$ cat src/rtl/gb_pkg.sv
// gb_pkg: shared weight-loader FSM encoding, default buffer geometry and derived widths.
package gb_pkg;
    localparam int GB_NUM_BANK = 2;
    localparam int GB_DEPTH    = 256;
    localparam int GB_WIDTH    = 256;
    localparam int GB_TILE_W   = 16;
    localparam int GB_ADDR_W   = $clog2(GB_DEPTH);
    localparam int GB_BANK_W   = $clog2(GB_NUM_BANK);
    localparam int GB_LEN_W    = GB_ADDR_W + 1;
    typedef logic [GB_LEN_W-1:0] len_t;
    typedef logic [1:0] ldr_state_e;
    localparam ldr_state_e IDLE  = 2'd0;
    localparam ldr_state_e FILL  = 2'd1;
    localparam ldr_state_e DRAIN = 2'd2;
endpackage

$ cat src/rtl/gb_bank_tracker.sv
// gb_bank_tracker: per-bank full flags and tile lengths, reader bank pointer, release and error handling.
module gb_bank_tracker
    import gb_pkg::*;
#(
    parameter int NUM_BANK = GB_NUM_BANK,
    parameter int BANK_W   = GB_BANK_W,
    parameter int LEN_W    = GB_LEN_W
) (
    input  logic                i_clk,
    input  logic                i_rst,
    input  logic                i_set,
    input  logic [BANK_W-1:0]   i_set_bank,
    input  logic [LEN_W-1:0]    i_set_len,
    input  logic                i_release,
    output logic [NUM_BANK-1:0] o_full,
    output logic                o_rd_valid,
    output logic [BANK_W-1:0]   o_rd_sel,
    output logic [LEN_W-1:0]    o_rd_len,
    output logic                o_err
);
    logic [NUM_BANK-1:0] r_full;
    logic [LEN_W-1:0]    r_len_q [NUM_BANK];
    logic [BANK_W-1:0]   r_rd_bank;
    logic                r_err;
    logic                w_rd_valid;
    logic                w_rel;
    logic [BANK_W-1:0]   w_rd_next;

    assign w_rd_valid = r_full[r_rd_bank];
    assign w_rel      = i_release & w_rd_valid;
    assign w_rd_next  = (r_rd_bank == BANK_W'(NUM_BANK - 1)) ? '0 : r_rd_bank + 1'b1;

    // A bank being filled is never full, so set and release never target the same bank.
    always_ff @(posedge i_clk or posedge i_rst) begin
        if (i_rst) begin
            r_full    <= '0;
            r_rd_bank <= '0;
            r_err     <= 1'b0;
            for (int b = 0; b < NUM_BANK; b++) r_len_q[b] <= '0;
        end else begin
            if (i_release && !w_rd_valid) r_err <= 1'b1;
            if (w_rel) r_rd_bank <= w_rd_next;
            for (int b = 0; b < NUM_BANK; b++) begin
                if (i_set && i_set_bank == BANK_W'(b)) begin
                    r_full[b]  <= 1'b1;
                    r_len_q[b] <= i_set_len;
                end else if (w_rel && r_rd_bank == BANK_W'(b)) begin
                    r_full[b] <= 1'b0;
                end
            end
        end
    end

    assign o_full     = r_full;
    assign o_rd_valid = w_rd_valid;
    assign o_rd_sel   = r_rd_bank;
    assign o_rd_len   = r_len_q[r_rd_bank];
    assign o_err      = r_err;
endmodule

$ cat src/rtl/gb_wgt_loader.sv
// gb_wgt_loader: DRAM-to-weight-buffer fill engine writing tiles into round-robin ping-pong banks.
// Define GB_WGT_LOADER_PERF_EN to add the stall/fill cycle counter outputs.
module gb_wgt_loader
    import gb_pkg::*;
#(
    parameter int NUM_BANK = GB_NUM_BANK,
    parameter int DEPTH    = GB_DEPTH,
    parameter int WIDTH    = GB_WIDTH,
    parameter int TILE_W   = GB_TILE_W
) (
    input  logic                        i_clk,
    input  logic                        i_rst,
    input  logic                        i_start,
    input  logic [$clog2(DEPTH):0]      i_cfg_len,
    input  logic [TILE_W-1:0]           i_cfg_tiles,
    output logic                        o_busy,
    output logic                        o_done,
    input  logic                        i_dram_valid,
    output logic                        o_dram_ready,
    input  logic [WIDTH-1:0]            i_dram_data,
    output logic [$clog2(DEPTH)-1:0]    o_wgt_waddr,
    output logic [$clog2(NUM_BANK)-1:0] o_wgt_wsel,
    output logic                        o_wgt_wen,
    output logic [WIDTH-1:0]            o_wgt_wdata,
    output logic                        o_rd_valid,
    output logic [$clog2(NUM_BANK)-1:0] o_rd_sel,
    output logic [$clog2(DEPTH):0]      o_rd_len,
    input  logic                        i_rd_release,
    output logic                        o_err
`ifdef GB_WGT_LOADER_PERF_EN
    ,
    output logic [31:0]                 o_stall_cycles,
    output logic [31:0]                 o_fill_cycles
`endif
);
    localparam int ADDR_W = $clog2(DEPTH);
    localparam int BANK_W = $clog2(NUM_BANK);
    localparam int LEN_W  = ADDR_W + 1;

    ldr_state_e          r_state;
    logic [LEN_W-1:0]    r_len;
    logic [TILE_W-1:0]   r_tiles;
    logic [TILE_W-1:0]   r_tile_cnt;
    logic [ADDR_W-1:0]   r_word_cnt;
    logic [BANK_W-1:0]   r_wr_bank;
    logic                r_wen;
    logic [ADDR_W-1:0]   r_waddr;
    logic [BANK_W-1:0]   r_wsel;
    logic [WIDTH-1:0]    r_wdata;
    logic                r_cpl;
    logic [BANK_W-1:0]   r_cpl_bank;
    logic [LEN_W-1:0]    r_cpl_len;
    logic                r_done;
    logic [NUM_BANK-1:0] w_full;
    logic [LEN_W-1:0]    w_cfg_len;
    logic [BANK_W-1:0]   w_wr_next;
    logic                w_ready;
    logic                w_hs;
    logic                w_last_word;
    logic                w_last_tile;
    logic                w_drained;

    assign w_cfg_len   = (i_cfg_len == '0 || i_cfg_len > LEN_W'(DEPTH)) ? LEN_W'(DEPTH) : i_cfg_len;
    assign w_wr_next   = (r_wr_bank == BANK_W'(NUM_BANK - 1)) ? '0 : r_wr_bank + 1'b1;
    assign w_ready     = (r_state == FILL) && !w_full[r_wr_bank];
    assign w_hs        = w_ready & i_dram_valid;
    assign w_last_word = {1'b0, r_word_cnt} == r_len - 1'b1;
    assign w_last_tile = r_tile_cnt + 1'b1 == r_tiles;
    // r_cpl covers the cycle between the last write landing and its bank being marked full.
    assign w_drained   = !(|w_full) && !r_cpl && !r_wen;

    always_ff @(posedge i_clk or posedge i_rst) begin
        if (i_rst) begin
            r_state    <= IDLE;
            r_len      <= '0;
            r_tiles    <= '0;
            r_tile_cnt <= '0;
            r_word_cnt <= '0;
            r_wr_bank  <= '0;
            r_wen      <= 1'b0;
            r_waddr    <= '0;
            r_wsel     <= '0;
            r_wdata    <= '0;
            r_cpl      <= 1'b0;
            r_cpl_bank <= '0;
            r_cpl_len  <= '0;
            r_done     <= 1'b0;
        end else begin
            r_wen  <= w_hs;
            r_cpl  <= w_hs & w_last_word;
            r_done <= 1'b0;
            if (w_hs) begin
                r_waddr    <= r_word_cnt;
                r_wsel     <= r_wr_bank;
                r_wdata    <= i_dram_data;
                r_word_cnt <= w_last_word ? '0 : r_word_cnt + 1'b1;
            end
            if (w_hs && w_last_word) begin
                r_cpl_bank <= r_wr_bank;
                r_cpl_len  <= r_len;
                r_wr_bank  <= w_wr_next;
                r_tile_cnt <= w_last_tile ? r_tiles : r_tile_cnt + 1'b1;
            end
            if (r_state == IDLE) begin
                if (i_start && i_cfg_tiles == '0) begin
                    r_done <= 1'b1;
                end else if (i_start) begin
                    r_state    <= FILL;
                    r_len      <= w_cfg_len;
                    r_tiles    <= i_cfg_tiles;
                    r_tile_cnt <= '0;
                    r_word_cnt <= '0;
                end
            end else if (r_state == FILL) begin
                if (w_hs && w_last_word && w_last_tile) r_state <= DRAIN;
            end else if (w_drained) begin
                r_state <= IDLE;
                r_done  <= 1'b1;
            end
        end
    end

    gb_bank_tracker #(
        .NUM_BANK (NUM_BANK),
        .BANK_W   (BANK_W),
        .LEN_W    (LEN_W)
    ) u_tracker (
        .i_clk      (i_clk),
        .i_rst      (i_rst),
        .i_set      (r_cpl),
        .i_set_bank (r_cpl_bank),
        .i_set_len  (r_cpl_len),
        .i_release  (i_rd_release),
        .o_full     (w_full),
        .o_rd_valid (o_rd_valid),
        .o_rd_sel   (o_rd_sel),
        .o_rd_len   (o_rd_len),
        .o_err      (o_err)
    );

`ifdef GB_WGT_LOADER_PERF_EN
    logic [31:0] r_stall_cycles;
    logic [31:0] r_fill_cycles;

    always_ff @(posedge i_clk or posedge i_rst) begin
        if (i_rst) begin
            r_stall_cycles <= '0;
            r_fill_cycles  <= '0;
        end else if (r_state == IDLE && i_start) begin
            r_stall_cycles <= '0;
            r_fill_cycles  <= '0;
        end else begin
            if (r_state != IDLE && r_fill_cycles != '1) r_fill_cycles <= r_fill_cycles + 1'b1;
            if (r_state == FILL && i_dram_valid && !w_ready && r_stall_cycles != '1)
                r_stall_cycles <= r_stall_cycles + 1'b1;
        end
    end

    assign o_stall_cycles = r_stall_cycles;
    assign o_fill_cycles  = r_fill_cycles;
`endif

    assign o_busy       = r_state != IDLE;
    assign o_done       = r_done;
    assign o_dram_ready = w_ready;
    assign o_wgt_waddr  = r_waddr;
    assign o_wgt_wsel   = r_wsel;
    assign o_wgt_wen    = r_wen;
    assign o_wgt_wdata  = r_wdata;
endmodule

$ cat config.mk
export PLATFORM = sky130hd
export DESIGN_NAME = gb_wgt_loader
export DESIGN_NICKNAME = d
export VERILOG_FILES = /design/src/rtl/gb_pkg.sv /design/src/rtl/gb_bank_tracker.sv /design/src/rtl/gb_wgt_loader.sv
export SDC_FILE = /design/constraint.sdc
export NUM_CORES = 1
export LEC_CHECK = 0
export ABC_AREA = 1
export BUFFER_PORTS_ARGS = -buffer_cell sky130_fd_sc_hd__buf_2
export CAP_MARGIN = 25
export CORE_AREA = 3 3 219 221
export CTS_BUF_LIST = sky130_fd_sc_hd__clkbuf_8
export CTS_CLUSTER_SIZE = 8
export DETAILED_ROUTE_END_ITERATION = 8
export DIE_AREA = 0 0 222 224
export GPL_ROUTABILITY_DRIVEN = 1
export GPL_TIMING_DRIVEN = 0
export SLEW_MARGIN = 20
export SYNTH_ARGS = -nofsm -noshare
export SYNTH_HDL_FRONTEND = slang
export SYNTH_SLANG_ARGS = --single-unit
$ cat constraint.sdc
create_clock -name i_clk -period 38.8 [get_ports i_clk]
set_input_delay 7.76 -clock i_clk [delete_from_list [all_inputs] [get_ports i_clk]]
set_output_delay 7.76 -clock i_clk [all_outputs]
set_load 0.02 [all_outputs]
==> impl_metrics.tcl, run 1 <==
set metrics [dict create \
    cts_resized 0 \
    drc 0 \
    yosys.area.top_type "dfrtp_1" \
    drtPass1Iterations 4 \
    status "finished clean" \
    multi_input_area_um2 5164 \
    area_delta_synth_final_pct 33.26 \
    grt_pass1_vias 13800 \
    cts.path.max_buffers 3 \
    power_frac_seq_pct 37.9 \
    cp_common_cell "nand2_1" \
    grt_first_pass_wirelength_um 79310 \
    path_class "register to primary output" \
    yosys_most_used_dff "dfrtp_1" \
    worstMarginPinSlew_ps 775.7 \
    clkLatencyLatePin_ps 650 \
    path_max_fanout 10 \
    cp-start-kind "register" \
    core_um2 46360 \
    fp.dieH_um 224 \
    cts_sinks 352 \
    place_congestion 0.9058 \
    synth_xor_area_share_pct 0.5995 \
    gr-total-overflow 0 \
    hold_path_end "u_tracker.o_err" \
    drive_above_1_share_pct 28.81 \
    synthesis.nets 2058 \
    leakagePower_nw 11.21 \
    p_int_mw 0.8874 \
    totalWireLength_um 52610 \
    hold_slack_ps 470.2 \
    setup_viol 0 \
    synthAdderAreaFrac_pct 0.3426 \
    fin_tns_setup_ps 0 \
    rr_worst_depth 8 \
    rr_startpoint "r_wr_bank" \
    min_path_cells 1 \
    cts_buffers 61 \
    fin_crit_ps 9560 \
    synth-warning-count 0 \
    crit_path_end_kind "primary output" \
    worst_slack_ps 29240 \
    cts_setup_buffers 0 \
    place_area_um2 18290 \
    dp_hpwl_um 40540 \
    async_flop_share_pct 100.0 \
    rr_endpoint "o_wgt_wdata[205]" \
    synthCells 1768 \
    final_area_um2 19470 \
    crit_path_cell_trace "clkbuf_1 -> nand2_1 -> nand2_1 -> buf_2" \
    synthSimpleGateAreaFrac_pct 31.14 \
    cp_data_arrival_time_ps 1800 \
    place_ws_ps 29000 \
    start_util_pct 31.52 \
    yosysUniqueCellTypes 33 \
    htree_num_levels 2 \
    synth_edf_count 0 \
    min-delay-path-class "register to register" \
    final_cell_mix "1016 x nand2_1, 596 x buf_2, 352 x dfrtp_1" \
    hold_viol_final 0 \
    peakVddDrop_v 0.00004628 \
    port_buffers 566 \
    die-area_um2 49730 \
    max_freq_mhz 104.6 \
    drv_slew 0 \
    synth_area_um2 14610 \
    ant_nets 0 \
    cts_root_buffer "clkbuf_8" \
    fillerInstances 4722 \
    final_util_pct 42.00 \
    routedWlPerCell_um 17.21 \
    grt_start_max_net_pins 97 \
    max_stage_delay_ps 410 \
    pwr-share-comb_pct 41.5 \
    fin_cells 3058 \
    drt_iter0_drc 830 \
    vias 13800 \
    synth_top_family_by_area "simple AND/OR/NAND/NOR gates" \
    nets 2690 \
    track_usage_pct 20.41 \
    skew_ps 30.19 \
    crit_slowest_cell "dfrtp_1" \
    synth-seq-area-share_pct 60.29 \
    cts_tree "built" \
    clk_pin_slew_ps 60 \
    via_per_inst 4.514 \
    layout_commonest_cell "nand2_1" \
    synth_area_leaders "dfrtp_1 60%, nand2_1 26%, nand3_1 2.2%, o21ai_0 2.2%, inv_1 1.8%" \
    slew_headroom_pct 48.29 \
    yosys-mux-area-fraction_pct 0 \
    seq_area_um2 8808 \
    dp.cells 2944 \
    synth_compound_area_share_pct 3.263 \
    syn_area_per_cell_um2 8.264 \
    antenna_found_initial 9 \
    period_share_pct 24.64 \
    hp-start "u_tracker.o_err" \
    placementRows 79 \
    synth_top_area_share_pct 60.29 \
    power_mw 1.583 \
    required_ps 31040 \
    clock_power_share_pct 20.5 \
    die_w_um 222 \
    drv_cap 0 \
    pin_count 567 \
    rrSetupSlack_ps 36280 \
    p_switching_mw 0.6955 \
    rsz0062_at_grt "no" \
    cellPowerDensity_nw_per_um2 81.30 \
    ys_seq_elements 352 \
    power.share.switching_pct 43.94 \
    cts_hold_buf 0 \
]
worst max path at each step:
stage                        from               end  slack [ps]  cells after the start
5_1_grt        u_tracker.o_rd_sel       o_rd_len[8]       29040                      4
3_5_place_dp       i_cfg_tiles[1]       r_tiles[13]       29000                      8
6_report       u_tracker.o_rd_sel       o_rd_len[3]       29240                      4
3_3_place_gp                i_rst  o_wgt_wdata[235]       17240                      2
4_1_cts        u_tracker.o_rd_sel       o_rd_len[3]       29120                      4
2_1_floorplan               i_rst            o_done       21280                      1
synthesized netlist by cell type, types with 2 or more instances:
| cell type | instances |
|---|---|
| nor3_1 | 2 |
| nor2_4 | 2 |
| nand3b_1 | 3 |
| o21ai_0 | 63 |
| nand4_1 | 12 |
| dfrtp_1 | 352 |
| or2_2 | 4 |
| xnor2_1 | 5 |
| o31ai_1 | 3 |
| buf_2 | 30 |
| clkbuf_1 | 44 |
| nand3_1 | 64 |
| buf_6 | 3 |
| a21oi_1 | 20 |
| nor2_2 | 8 |
| nor4_1 | 6 |
| nor2_1 | 36 |
| nor3b_1 | 2 |
| xor2_1 | 5 |
| ha_1 | 4 |
| nand2_1 | 1016 |
| inv_2 | 3 |
| inv_1 | 71 |
kinds of logic (layout without fill, tap and decap cells):
kind of cell	count (synthesis)	count (layout)
flops	352	352
xor+xnor	10	10
buf+inv	153	832
compound gates	91	91
other cells	0	4
simple gates	1158	1158
fa+ha+maj	4	4
cell type report:
cell class	count	area share [%]
Tap cell	607	3.901
Sequential cell	352	45.24
Inverter	75	1.484
Buffer	78	1.838
Clock buffer	73	5.160
Antenna cell	4	0.05141
Clock inverter	37	0.8290
Timing Repair Buffer	569	14.97
Multi-Input combinational cell	1263	26.52
state kept, by name, indices dropped and copies added, names as in the netlist:
| signal | flops |
|---|---|
| r_len | 9 |
| r_cpl_len | 9 |
| r_cpl_bank | 1 |
| o_wgt_wen | 1 |
| r_tiles | 16 |
| r_state | 2 |
| u_tracker.r_len_q | 18 |
| u_tracker.o_full | 2 |
| r_wr_bank | 1 |
| r_word_cnt | 8 |
| o_wgt_waddr | 8 |
| o_done | 1 |
| o_wgt_wdata | 256 |
| o_wgt_wsel | 1 |
| r_tile_cnt | 16 |
| u_tracker.o_err | 1 |
| u_tracker.o_rd_sel | 1 |
| r_cpl | 1 |
power groups by stage:
stage / Combinational [mW] / Clock [mW] / Sequential (mW)
final: 0.657 / 0.325 / 0.601
after global routing: 0.722 / 0.353 / 0.618
after CTS: 0.668 / 0.337 / 0.600
after detailed placement: 0.667 / 0 / 0.601
after global placement: 0.658 / 0 / 0.600
after floorplan: 0.239 / 0 / 0.756
worst max-delay path, delay by kind of cell, from the launching register on:
kind	cells	cell delay (ps)
DFF	1	410
buffers and inverters	2	550
and+or+nand+nor	2	190
layer usage:
layer  vias up  track usage, %  wire (um)
met5         -               0         46
met4         8           6.522       1574
met3        96           5.845       3597
met2       439           36.33      26960
met1      6540           23.82      20440
li1       6720               -          -
Note: power is estimated with default switching activity, not from simulation.
==> run 2: changes to the inputs <==
Clock period 38.8 ns to 9 ns, I/O delays scaled along.
==> run 2 against run 1 <==
Non-clock buffer count grew 10. Total power grew to 4.4 times the previous value. Via count increased by 0.99%. Count of clock-buffer cells in the layout up 10. Hold slack about the same. Sequential share of layout area down 0.71 points. Die area unchanged. Cell count grew 0.29%. Register-to-register slack lost 30000 ps.
==> impl_metrics.tcl, run 2 (synthesis results as in run 1) <==
set metrics [dict create \
    gr-total-overflow 0 \
    min-delay-path-class "register to register" \
    area_delta_synth_final_pct 35.38 \
    final_util_pct 42.67 \
    fin_tns_setup_ps 0 \
    dp_hpwl_um 40950 \
    setup_viol 0 \
    die_w_um 222 \
    period_share_pct 39.90 \
    hold_slack_ps 470.6 \
    final_cell_mix "1016 x nand2_1, 596 x buf_2, 352 x dfrtp_1" \
    place_area_um2 18480 \
    grt_first_pass_wirelength_um 79070 \
    slew_headroom_pct 44.12 \
    required_ps 7200 \
    drc 0 \
    cts.path.max_buffers 3 \
    port_buffers 566 \
    drt_iter0_drc 815 \
    seq_area_um2 8808 \
    path_max_fanout 10 \
    path_class "register to primary output" \
    antenna_found_initial 6 \
    clk_pin_slew_ps 60 \
    power_frac_seq_pct 37.1 \
    vias 13940 \
    via_per_inst 4.545 \
    max_freq_mhz 278.5 \
    hold_viol_final 0 \
    p_int_mw 3.961 \
    cts_resized 0 \
    drv_slew 0 \
    fin_crit_ps 3591 \
    pwr-share-comb_pct 40.7 \
    cp-start-kind "register" \
    track_usage_pct 20.41 \
    start_util_pct 31.52 \
    totalWireLength_um 52390 \
    skew_ps 18.91 \
    clock_power_share_pct 22.1 \
    peakVddDrop_v 0.0002121 \
    cp_data_arrival_time_ps 1790 \
    drive_above_1_share_pct 29.67 \
    rsz0062_at_grt "no" \
    cellPowerDensity_nw_per_um2 353.3 \
    fp.dieH_um 224 \
    cts_sinks 352 \
    htree_num_levels 3 \
    cts_buffers 66 \
    layout_commonest_cell "nand2_1" \
    grt_pass1_vias 13960 \
    clkLatencyLatePin_ps 600 \
    final_area_um2 19780 \
    fillerInstances 4735 \
    placementRows 79 \
    crit_path_end_kind "primary output" \
    drtPass1Iterations 5 \
    cts_hold_buf 0 \
    worstMarginPinSlew_ps 838.2 \
    place_congestion 0.8788 \
    leakagePower_nw 11.31 \
    cts_tree "built" \
    largest_reg_flops 256 \
    cts_root_buffer "clkbuf_8" \
    drv_cap 0 \
    rrSetupSlack_ps 6410 \
    grt_start_max_net_pins 33 \
    core_um2 46360 \
    cts_setup_buffers 0 \
    multi_input_area_um2 5164 \
    power.share.switching_pct 43.31 \
    p_switching_mw 3.026 \
    status "finished clean" \
    die-area_um2 49730 \
    routedWlPerCell_um 17.08 \
    nets 2705 \
    ant_nets 0 \
    pin_count 567 \
]
## run 2: path summary, 6_finish.rpt
| path | from | endpoint | cells past startpoint |
|---|---|---|---|
| max | u_tracker.o_rd_sel | o_rd_len[4] | 4 |
| min | o_wgt_wdata[168] | o_wgt_wdata[168] | 2 |
| max reg2reg | r_wr_bank | o_wgt_wdata[238] | 8 |
| min reg2reg | o_wgt_wdata[168] | o_wgt_wdata[168] | 2 |
| max in group asynchronous | i_rst | o_wgt_wdata[176] | 6 |
| min in group asynchronous | i_rst | o_wgt_wdata[51] | 2 |
## run 2: per-stage QoR
stage	setup slack, ps	power, mW	instances
2_1_floorplan	2486	4.288	1768
3_3_place_gp	309.3	5.426	2941
3_5_place_dp	5039	5.488	2954
4_1_cts	5338	7.080	3064
5_1_grt	5259	7.456	3065
6_report	5409	6.987	3067
## run 2: worst max-delay path: stages (launching register included)
cell      delay, ps
dfrtp_1         420
clkbuf_1        400
nand2_1         100
nand2_1         100
buf_2           160
## run 2: area by class of cell
cell class	count	area share, %
clock buffers	83	5.776
repair buffers	579	15.69
plain buffers	78	1.803
flip-flops and latches	352	44.53
clock inverters	27	0.7718
multi-input cells	1263	26.11
inverters	75	1.442
well taps	607	3.840
diodes	3	0.03796
## run 2: layer usage
metal / global-route usage, % / share of wire (%)
met5: 0 / 0.11
met4: 8.875 / 3.7
met3: 5.792 / 6.8
met2: 35.46 / 51
met1: 23.63 / 39
## run 2: power by group through the flow
| stage | Combinational (mW) | Clock, mW | Sequential (mW) |
|---|---|---|---|
| after CTS | 2.89 | 1.60 | 2.59 |
| final | 2.85 | 1.54 | 2.60 |
| after detailed placement | 2.89 | 0 | 2.60 |
| after global routing | 3.12 | 1.66 | 2.67 |
| after floorplan | 1.03 | 0 | 3.26 |
| after global placement | 2.84 | 0 | 2.59 |
